## config.mk

```make
export PLATFORM = sky130hd
export DESIGN_NAME = game_cmd_scheduler
export DESIGN_NICKNAME = d
export VERILOG_FILES = /design/src/rtl/game_cmd_scheduler.sv
export SDC_FILE = /design/constraint.sdc
export NUM_CORES = 1
export LEC_CHECK = 0
export BUFFER_PORTS_ARGS = -buffer_cell sky130_fd_sc_hd__buf_2
export CAP_MARGIN = 10
export CELL_PAD_IN_SITES_DETAIL_PLACEMENT = 1
export CELL_PAD_IN_SITES_GLOBAL_PLACEMENT = 1
export CORE_MARGIN = 4
export CORE_UTILIZATION = 42
export CTS_CLUSTER_SIZE = 28
export DETAILED_ROUTE_END_ITERATION = 8
export PLACE_DENSITY_LB_ADDON = 0.1
export SYNTH_ARGS = -nofsm -noshare
export SYNTH_HDL_FRONTEND = slang
export SYNTH_SLANG_ARGS = --single-unit
```

## constraint.sdc

```tcl
create_clock -name clk -period 2.4 [get_ports clk]
set_clock_uncertainty 0.2 [all_clocks]
set_input_delay 0 -clock clk [delete_from_list [all_inputs] [get_ports clk]]
set_output_delay 0 -clock clk [all_outputs]
set_load 0.02 [all_outputs]
```

## src/rtl/game_cmd_scheduler.sv

```systemverilog
// game_cmd_scheduler
// Serialises state-changing commands into the Tetris game-control engine.
// The periodic gravity drop and debounced keyboard moves are merged here:
// key presses are buffered in a small FIFO, gravity is held in a pending
// flag, and an FSM offers one command at a time over valid/ready. It then
// waits for the engine's done/landed report and requests a spawn when a
// drop lands.

module game_cmd_scheduler #(
  parameter int unsigned GRAVITY_PERIOD = 33554432,
  parameter int unsigned KEY_FIFO_DEPTH = 4
) (
  input  logic       clk,
  input  logic       rst_n,
  input  logic       enable,
  input  logic [2:0] keyboard_signal,
  output logic       cmd_valid,
  input  logic       cmd_ready,
  output logic [1:0] cmd_op,
  output logic       cmd_src,
  input  logic       done,
  input  logic       landed,
  output logic       spawn_req,
  output logic       busy,
  output logic       key_overflow
);

  localparam int PTR_W = $clog2(KEY_FIFO_DEPTH);
  localparam int CNT_W = $clog2(GRAVITY_PERIOD);

  localparam logic [PTR_W-1:0] PTR_ONE    = PTR_W'(1);
  localparam logic [PTR_W:0]   FILL_ONE   = (PTR_W + 1)'(1);
  localparam logic [PTR_W:0]   FILL_FULL  = (PTR_W + 1)'(KEY_FIFO_DEPTH);
  localparam logic [CNT_W-1:0] GRAV_ONE   = CNT_W'(1);
  localparam logic [CNT_W-1:0] GRAV_LAST  = CNT_W'(GRAVITY_PERIOD - 1);

  localparam logic [1:0] OP_DROP  = 2'b00;
  localparam logic       SRC_GRAV = 1'b0;
  localparam logic       SRC_KEY  = 1'b1;

  typedef enum logic [1:0] {
    ST_IDLE      = 2'd0,
    ST_ISSUE     = 2'd1,
    ST_WAIT_DONE = 2'd2,
    ST_SPAWN     = 2'd3
  } state_e;

  state_e state_q;

  // Key capture
  logic [2:0] kb_prev_q;
  logic       key_press;
  logic [1:0] key_op;

  // Key FIFO
  logic [1:0]       fifo_mem_q [KEY_FIFO_DEPTH];
  logic [PTR_W-1:0] wr_ptr_q, wr_ptr_d;
  logic [PTR_W-1:0] rd_ptr_q, rd_ptr_d;
  logic [PTR_W:0]   fill_q, fill_d;
  logic             fifo_full, fifo_empty;
  logic             push_accept, pop, push_drop;
  logic [1:0]       fifo_head;

  // Gravity
  logic [CNT_W-1:0] grav_cnt_q, grav_cnt_d;
  logic             grav_pending_q, grav_pending_d;
  logic             grav_wrap;

  // Arbitration
  logic take_grav, take_key;

  // Output registers
  logic       cmd_valid_q;
  logic [1:0] cmd_op_q;
  logic       cmd_src_q;
  logic       spawn_req_q;
  logic       key_overflow_q;

  // Press detection: a new non-idle move code (1xx) that differs from last cycle.
  always_comb begin
    key_press = enable && (state_q != ST_SPAWN) && keyboard_signal[2] &&
                (keyboard_signal != kb_prev_q);
    key_op    = keyboard_signal[1:0];
  end

  // Previous-key register used for edge detection; tracks the raw input every cycle.
  always_ff @(posedge clk) begin
    if (!rst_n) begin
      kb_prev_q <= 3'b000;
    end else begin
      // NOTE: state registers use non-blocking assignments so every flop
      // samples the pre-edge value regardless of block ordering.
      kb_prev_q <= keyboard_signal;
    end
  end

  // Arbitration in IDLE: gravity first, then the oldest buffered key.
  always_comb begin
    fifo_full   = (fill_q == FILL_FULL);
    fifo_empty  = (fill_q == '0);
    fifo_head   = fifo_mem_q[rd_ptr_q];
    take_grav   = (state_q == ST_IDLE) && enable && grav_pending_q;
    take_key    = (state_q == ST_IDLE) && enable && !grav_pending_q && !fifo_empty;
    pop         = take_key;
    // A pop frees a slot in the same cycle, so a press against a full FIFO
    // is still stored when the head is leaving.
    push_accept = key_press && (!fifo_full || pop);
    push_drop   = key_press && fifo_full && !pop;
  end

  // FIFO pointer and fill-level next state; SPAWN discards everything queued.
  always_comb begin
    // NOTE: every output of this block gets a default first, so no path
    // leaves a variable unassigned and no latch is inferred.
    wr_ptr_d = wr_ptr_q;
    rd_ptr_d = rd_ptr_q;
    fill_d   = fill_q;
    if (state_q == ST_SPAWN) begin
      wr_ptr_d = '0;
      rd_ptr_d = '0;
      fill_d   = '0;
    end else begin
      if (push_accept) wr_ptr_d = wr_ptr_q + PTR_ONE;
      if (pop)         rd_ptr_d = rd_ptr_q + PTR_ONE;
      unique case ({push_accept, pop})
        2'b10:   fill_d = fill_q + FILL_ONE;
        2'b01:   fill_d = fill_q - FILL_ONE;
        default: fill_d = fill_q;
      endcase
    end
  end

  // FIFO control registers.
  always_ff @(posedge clk) begin
    if (!rst_n) begin
      wr_ptr_q <= '0;
      rd_ptr_q <= '0;
      fill_q   <= '0;
    end else begin
      wr_ptr_q <= wr_ptr_d;
      rd_ptr_q <= rd_ptr_d;
      fill_q   <= fill_d;
    end
  end

  // FIFO storage array.
  always_ff @(posedge clk) begin
    // NOTE: the storage array has no reset; an entry is only read after the
    // fill level says it was written, so its power-up content is never seen.
    if (push_accept) fifo_mem_q[wr_ptr_q] <= key_op;
  end

  // Sticky overflow flag: set when a press finds the FIFO full with no pop.
  always_ff @(posedge clk) begin
    if (!rst_n) begin
      key_overflow_q <= 1'b0;
    end else if (push_drop) begin
      key_overflow_q <= 1'b1;
    end
  end

  // Gravity counter and pending flag next state.
  always_comb begin
    grav_wrap      = enable && (state_q != ST_SPAWN) && (grav_cnt_q == GRAV_LAST);
    grav_cnt_d     = grav_cnt_q + GRAV_ONE;
    grav_pending_d = grav_pending_q;
    if ((state_q == ST_SPAWN) || !enable || grav_wrap) begin
      grav_cnt_d = '0;
    end
    // A wrap wins over a clear in the same cycle; extra wraps coalesce.
    if (grav_wrap) begin
      grav_pending_d = 1'b1;
    end else if (take_grav || (state_q == ST_SPAWN)) begin
      grav_pending_d = 1'b0;
    end
  end

  // Gravity registers.
  always_ff @(posedge clk) begin
    if (!rst_n) begin
      grav_cnt_q     <= '0;
      grav_pending_q <= 1'b0;
    end else begin
      grav_cnt_q     <= grav_cnt_d;
      grav_pending_q <= grav_pending_d;
    end
  end

  // Command sequencer: pick a source, offer it, wait for completion, spawn on landing.
  always_ff @(posedge clk) begin
    if (!rst_n) begin
      state_q     <= ST_IDLE;
      cmd_valid_q <= 1'b0;
      cmd_op_q    <= OP_DROP;
      cmd_src_q   <= SRC_GRAV;
      spawn_req_q <= 1'b0;
    end else begin
      spawn_req_q <= 1'b0;
      unique case (state_q)
        ST_IDLE: begin
          if (take_grav) begin
            cmd_op_q    <= OP_DROP;
            cmd_src_q   <= SRC_GRAV;
            cmd_valid_q <= 1'b1;
            state_q     <= ST_ISSUE;
          end else if (take_key) begin
            cmd_op_q    <= fifo_head;
            cmd_src_q   <= SRC_KEY;
            cmd_valid_q <= 1'b1;
            state_q     <= ST_ISSUE;
          end
        end
        ST_ISSUE: begin
          // Once offered, the command stays up until taken, even if enable drops.
          if (cmd_ready) begin
            cmd_valid_q <= 1'b0;
            state_q     <= ST_WAIT_DONE;
          end
        end
        ST_WAIT_DONE: begin
          if (done) begin
            if (landed && (cmd_op_q == OP_DROP)) begin
              spawn_req_q <= 1'b1;
              state_q     <= ST_SPAWN;
            end else begin
              state_q     <= ST_IDLE;
            end
          end
        end
        ST_SPAWN: begin
          state_q <= ST_IDLE;
        end
        default: begin
          state_q <= ST_IDLE;
        end
      endcase
    end
  end

  assign cmd_valid    = cmd_valid_q;
  assign cmd_op       = cmd_op_q;
  assign cmd_src      = cmd_src_q;
  assign spawn_req    = spawn_req_q;
  assign busy         = (state_q != ST_IDLE);
  assign key_overflow = key_overflow_q;

endmodule

```

==> Word level (Yosys, flattened, before mapping) <==
Memories as Yosys holds them, arrays and structs flattened. A register that Yosys moved wholly into a read port is not among the register bits.
Cells that the tools add are included.
{ "op_classes": {"n_div": 0, "order_cmp": 0, "shifts": 0, "reduce_logical": 35, "n_mux": 21, "n_addsub": 5, "eq_ne": 12, "bitwise": 1, "mul": 0} }
{ "op_table": {"columns": ["op", "n"], "rows": [
  ["adder 25 x 1 -> 25 bit, second input constant", 1],
  ["equality test 25 bit, second input constant", 1],
  ["2-to-1 mux 2 bit", 9],
  ["logical AND 1 bit", 12],
  ["nonzero test 2 bit", 5],
  ["2-to-1 mux 1 bit", 9],
  ["AND reduction 3 bit", 3],
  ["case mux 2 bit (4 select lines)", 1],
  ["equality test 2 bit, second input constant", 3],
  ["!= test 2 bit, second input constant", 3],
  ["case mux 3 bit (2 select lines)", 1],
  ["logical NOT 1 bit", 5],
  ["adder 2 x 1 -> 2 bit, second input constant", 2],
  ["equality test 2 x 1 -> 1 bit, second input constant", 2],
  ["logical NOT 2 bit", 2],
  ["logical OR 1 bit", 4],
  ["OR reduction 2 bit", 2],
  ["adder 3 x 1 -> 3 bit, second input constant", 1],
  ["equality test 3 bit, second input constant", 1],
  ["logical NOT 3 bit", 1],
  ["!= test 3 bit", 1],
  ["!= test 3 bit, second input constant", 1],
  ["subtractor 3 x 1 -> 3 bit, second input constant", 1],
  ["case mux 1 bit (2 select lines)", 1],
  ["2 further kinds", 2]
]} }
{ "totals": {"ramBits": 8, "romBits": 0, "latch_bits": 0, "word_cells": 87, "regBits": 44, "n_memories": 1, "input_bits": 9} }
{ "mem_list": {"columns": ["memory", "depth", "word_bits", "read_ports", "rd_clocked_by_memory_dff", "wr", "line_no", "text"], "rows": [
  ["fifo_mem_q", 4, 2, 1, 1, 1, "56", "logic [1:0] fifo_mem_q [KEY_FIFO_DEPTH];"]
]} }

==> Longest topological paths before layout <==
{ "logic_depth": {"ltp_word": 8, "depth_mapped": 8, "depth_no_buf": 8} }

==> Least setup slack after synthesis <==
OpenSTA, ideal clock, no wires.
{ "synth_timing": {"path_kind": "reg2reg", "startpoint": "register state_q[0]", "endpoint": "register fill_q[2]", "period_less_slack_ns": 2.346, "path_buffers": 0, "required_time_ns": 2.072, "slack_ns": 0.054, "stages_incl_launch_ff": 9, "t_arrival_ns": 2.018, "setup_ns": 0.128, "cell_sequence": "dfxtp_1 -> or3b_4 -> nor3_4 -> o21ai_2 -> fa_1 -> nor2b_1 -> nand4_1 -> a21oi_1 -> nor3b_2"} }
{ "synth_via": {"elab_chain_len": 8, "elab_cells_between_ends": 16, "cone_classes": "4 x eq/ne; 1 x mux; 11 x reduce/logical"} }
{ "synth_rtl": {"columns": ["element", "line_no", "text"], "rows": [
  ["start: declaration", "48", "state_e state_q;"],
  ["start signal: assignment", "192", "state_q <= ST_IDLE;"],
  ["start signal: assignment", "205", "state_q <= ST_ISSUE;"],
  ["start signal: assignment", "210", "state_q <= ST_ISSUE;"],
  ["logical NOT 2 bit", "103", "take_key = (state_q == ST_IDLE) && enable && !grav_pending_q && !fifo_empty;"],
  ["logical AND 1 bit (3 in a row)", "103", null],
  ["logical OR 1 bit", "107", "push_accept = key_press && (!fifo_full || pop);"],
  ["logical AND 1 bit", "107", null],
  ["equality test 2 x 1 -> 1 bit / equality test 2 bit (equally long branches)", "125", "unique case ({push_accept, pop})"],
  ["case mux 3 bit (2 select lines) / nonzero test 2 bit (equally long branches)", null, null],
  ["end signal: assignment", "142", "fill_q <= fill_d;"],
  ["end: declaration", "59", "logic [PTR_W:0] fill_q, fill_d;"]
]} }
Parallel ways exist; a longest one is shown, timed or not.
A chain may end at the register's enable or synchronous reset.

==> Final worst setup path <==
{ "layout_timing": {"startpoint": "input port enable", "endpoint": "register fill_q[2]"} }
{ "layout_via": {"elab_chain_len": 7, "elab_cells_between_ends": 12, "cone_classes": "2 x eq/ne; 1 x mux; 9 x reduce/logical"} }
{ "layout_rtl": {"columns": ["element", "line_no", "text"], "rows": [
  ["start: declaration", "15", "input logic enable,"],
  ["logical AND 1 bit (3 in a row)", "103", null],
  ["logical OR 1 bit", "107", null],
  ["logical AND 1 bit", "107", null],
  ["equality test 2 x 1 -> 1 bit / equality test 2 bit (equally long branches)", "125", null],
  ["case mux 3 bit (2 select lines) / nonzero test 2 bit (equally long branches)", null, null]
]} }
Parallel ways exist; a longest one is shown, timed or not.

==> summary.txt <==
Run status
  • Status: finished clean

Synthesis
  • Yosys cell types: 47
  • Sequential fraction of the synthesis area: 49.18%
  • Primary FF master, synth: dfxtp_1
  • Synth area leader: dfxtp_1
  • Synth area leaders: dfxtp_1 (39%), edfxtp_1 (10%), nor2_1 (5.7%), xnor2_1 (5.6%), xor2_1 (4.8%)
  • Seq cells post-synth: 54
  • Post-Synthesis Cells: 235
  • Syn Nets: 250
  • Ys async rst share: 0%
  • Post-synthesis cell area: 2361 um2
  • Share of the synthesized area in the top cell type: 39.00%
  • YS warnings: 0
  • Syn_area_per_cell: 10.05 um2
  • Post-synth EDFFs: 8

Place
  • Routability Congestion: 0.8323
  • Hpwl dp: 3345 um
  • Placed cell count: 325
  • Place WS: 0.1749 ns
  • Placed inst area: 2569 um2
  • IO Port Bufs: 15

STA
  • Fin. Hold Viols: 0
  • TNS Setup: 0 ns
  • Fmax achieved: 443.5 MHz
  • Hold slack: 0.03482 ns
  • Setup ws final: 0.1453 ns
  • RSZ-0062 raised after global routing: false
  • Crit path time final: 2.255 ns
  • Worst rel slew slack: 63.91%
  • Count of final setup violators: 0
  • Worst slew pin tran: 0.5364 ns
  • Final period utilization: 93.95%
  • Final Slew Violations: 0

Power
  • Leakage power: 1.014 nW
  • Total Power: 2.223 mW
  • Pwr/cell area: 808.4 nW/um2
  • Max IR drop VDD: 0.3620 mV

GRT
  • Largest net degree at the start of global routing: 21
  • Total GRT Usage: 14.39%
  • Total global routing overflow: 0
  • First-pass GRT wire length: 8204 um
  • Vias in the first global route: 1,761
  • Initial antenna violation count: 0

Layout
  • Nets@finish: 285
  • Area grow syn2layout: 16.48%
  • Finished Cell Area: 2750 um2
  • # diodes: 0
  • Post-layout util: 50.25%
  • Non-Filler Instances: 343
  • Commonest cells after routing, fill and taps aside: dfxtp_1 (46), nor2_1 (36), xnor2_1 (15), buf_2 (15), nand2_1 (14)
  • Share of layout cells above drive strength 1: 15.87%
  • Commonest non-fill, non-tap cell in the layout: dfxtp_1

Clock network
  • TritonCTS clock tree: built
  • CTS sink cnt: 54
  • Number of gates resized after CTS: 0
  • CTS root buffer: clkbuf_8
  • CTS buffer count: 5
  • CTS HTree Levels: 2
  • Worst-path clk slew: 0.09 ns
  • CTS Buffer Depth: 2
  • Postcts setup bufs: 0
  • Clk Latency, worst-skew pair: 0.30 ns

Worst setup path
  • Critical-path cell list: dlygate4sd3_1, buf_2, or3b_4, nor3_4, o21ai_2, fa_1, nor2b_1, nand4_1, a21oi_1, nor3b_2
  • Worst EP arrival: 2.24 ns
  • CP Launch Type: input port
  • Setup crit end kind: register
  • Slowest cell on crit path: dlygate4sd3_1
  • Crit path max fanout: 5
  • CP Class: input port to register
  • CP max stage delay: 0.52 ns
  • CP required: 2.39 ns

Floorplanning
  • Io pins: 16
  • Rows: 27
  • Die width: 82.98 um
  • Total core area: 5473 um2
  • Initial core utilization: 43.14%
  • Die area: 6885 um2
  • Die Ht: 82.98 um

Hold path
  • Hold Crit Class: input port to register

Detailed routing
  • Routed wire length: 4604 um
  • Vias per cell: 5.120
  • DR pass1 iterations: 2
  • Routed len/inst: 13.42 um
  • DRT antenna net count: 0
  • Drt initial violations: 50
  • Remaining DRCs: 0
  • Via count: 1,756

Job
  • Max cap viols: 0
[flip-flops by register name, summed over array words and instances (netlist names), named ones only]
name,cells
wr_ptr_q,2
fill_q,3
key_overflow,1
grav_cnt_q,25
spawn_req,1
grav_pending_q,1
fifo_mem_q,8
cmd_valid,1
rd_ptr_q,2
state_q,2
cmd_src,1
cmd_op,2
kb_prev_q,3
[what timing repair did]
| action | 4_1_cts | 5_1_grt |
|---|---|---|
| hold endpoints to repair | 25 | 0 |
| endpoints found under the setup margin | 0 | 0 |
| hold buffers | 10 | 0 |
[metal layers]
| metal | share of wire, % | vias to the layer above | GRT usage, % | wire, um |
|---|---|---|---|---|
| met5 | 0 | - | 0 | 0 |
| met4 | 1.5 | 0 | 4.458 | 71 |
| met3 | 2.8 | 8 | 3.968 | 128 |
| met2 | 44 | 15 | 22.16 | 2010 |
| met1 | 52 | 857 | 19.62 | 2394 |
| li1 | - | 876 | - | - |
[final cells by class]
cell class                      instances  area [um2]
Fill cell                             639        2723
Sequential cell                        54        1161
Multi-Input combinational cell        168        1144
Timing Repair Buffer                   32       240.2
Tap cell                               72       90.09
Clock buffer                            6       72.57
Inverter                                9       33.78
Clock inverter                          2       8.758
[kinds of logic (layout without fill, tap and decap cells)]
logic type	after synthesis	count (layout)	synth area share (%)
muxes	2	2	1.908
buffers and inverters	13	49	2.384
AOI/OAI and AO/OA	21	21	6.836
and+or+nand+nor	111	111	25.81
xor gates and xnor gates	28	28	10.39
DFF	54	54	49.18
adders and majority gates	6	6	3.498
[Yosys cell counts (2+ instances only)]
cell,n
a21o_1,2
a21oi_1,6
a22oi_1,2
and2_1,9
and3_1,9
and4_1,2
buf_4,2
dfxtp_1,46
edfxtp_1,8
ha_1,5
inv_1,9
mux4_2,2
nand2_1,14
nand3_1,12
nand4_1,7
nor2_1,36
nor2b_1,4
nor3b_2,2
nor4_1,4
xnor2_1,15
xor2_1,13
[path summary, 6_finish.rpt]
check,startpoint,end,slack (ns),cells past startpoint
worst max-delay path,enable,fill_q[2],0.15,10
worst min register to register,grav_cnt_q[0],grav_cnt_q[0],0.27,1
worst min-delay path,landed,state_q[1],0.03,4
worst max register to register,state_q[0],fill_q[2],0.18,8
[critical path: cells and delay by family]
kind / cells / cell delay [ns]
buffers and inverters: 2 / 0.67
AND/OR/NAND/NOR: 5 / 0.88
adder cells (fa/ha/maj): 1 / 0.40
AO/OA/AOI/OAI: 2 / 0.30
[report_power, final]
group	internal, mW	switching (mW)
logic	0.308	0.345
clock network	0.202	0.288
registers	1.02	0.0649
total	1.53	0.698
No activity file was read; power rests on OpenSTA's default activity.
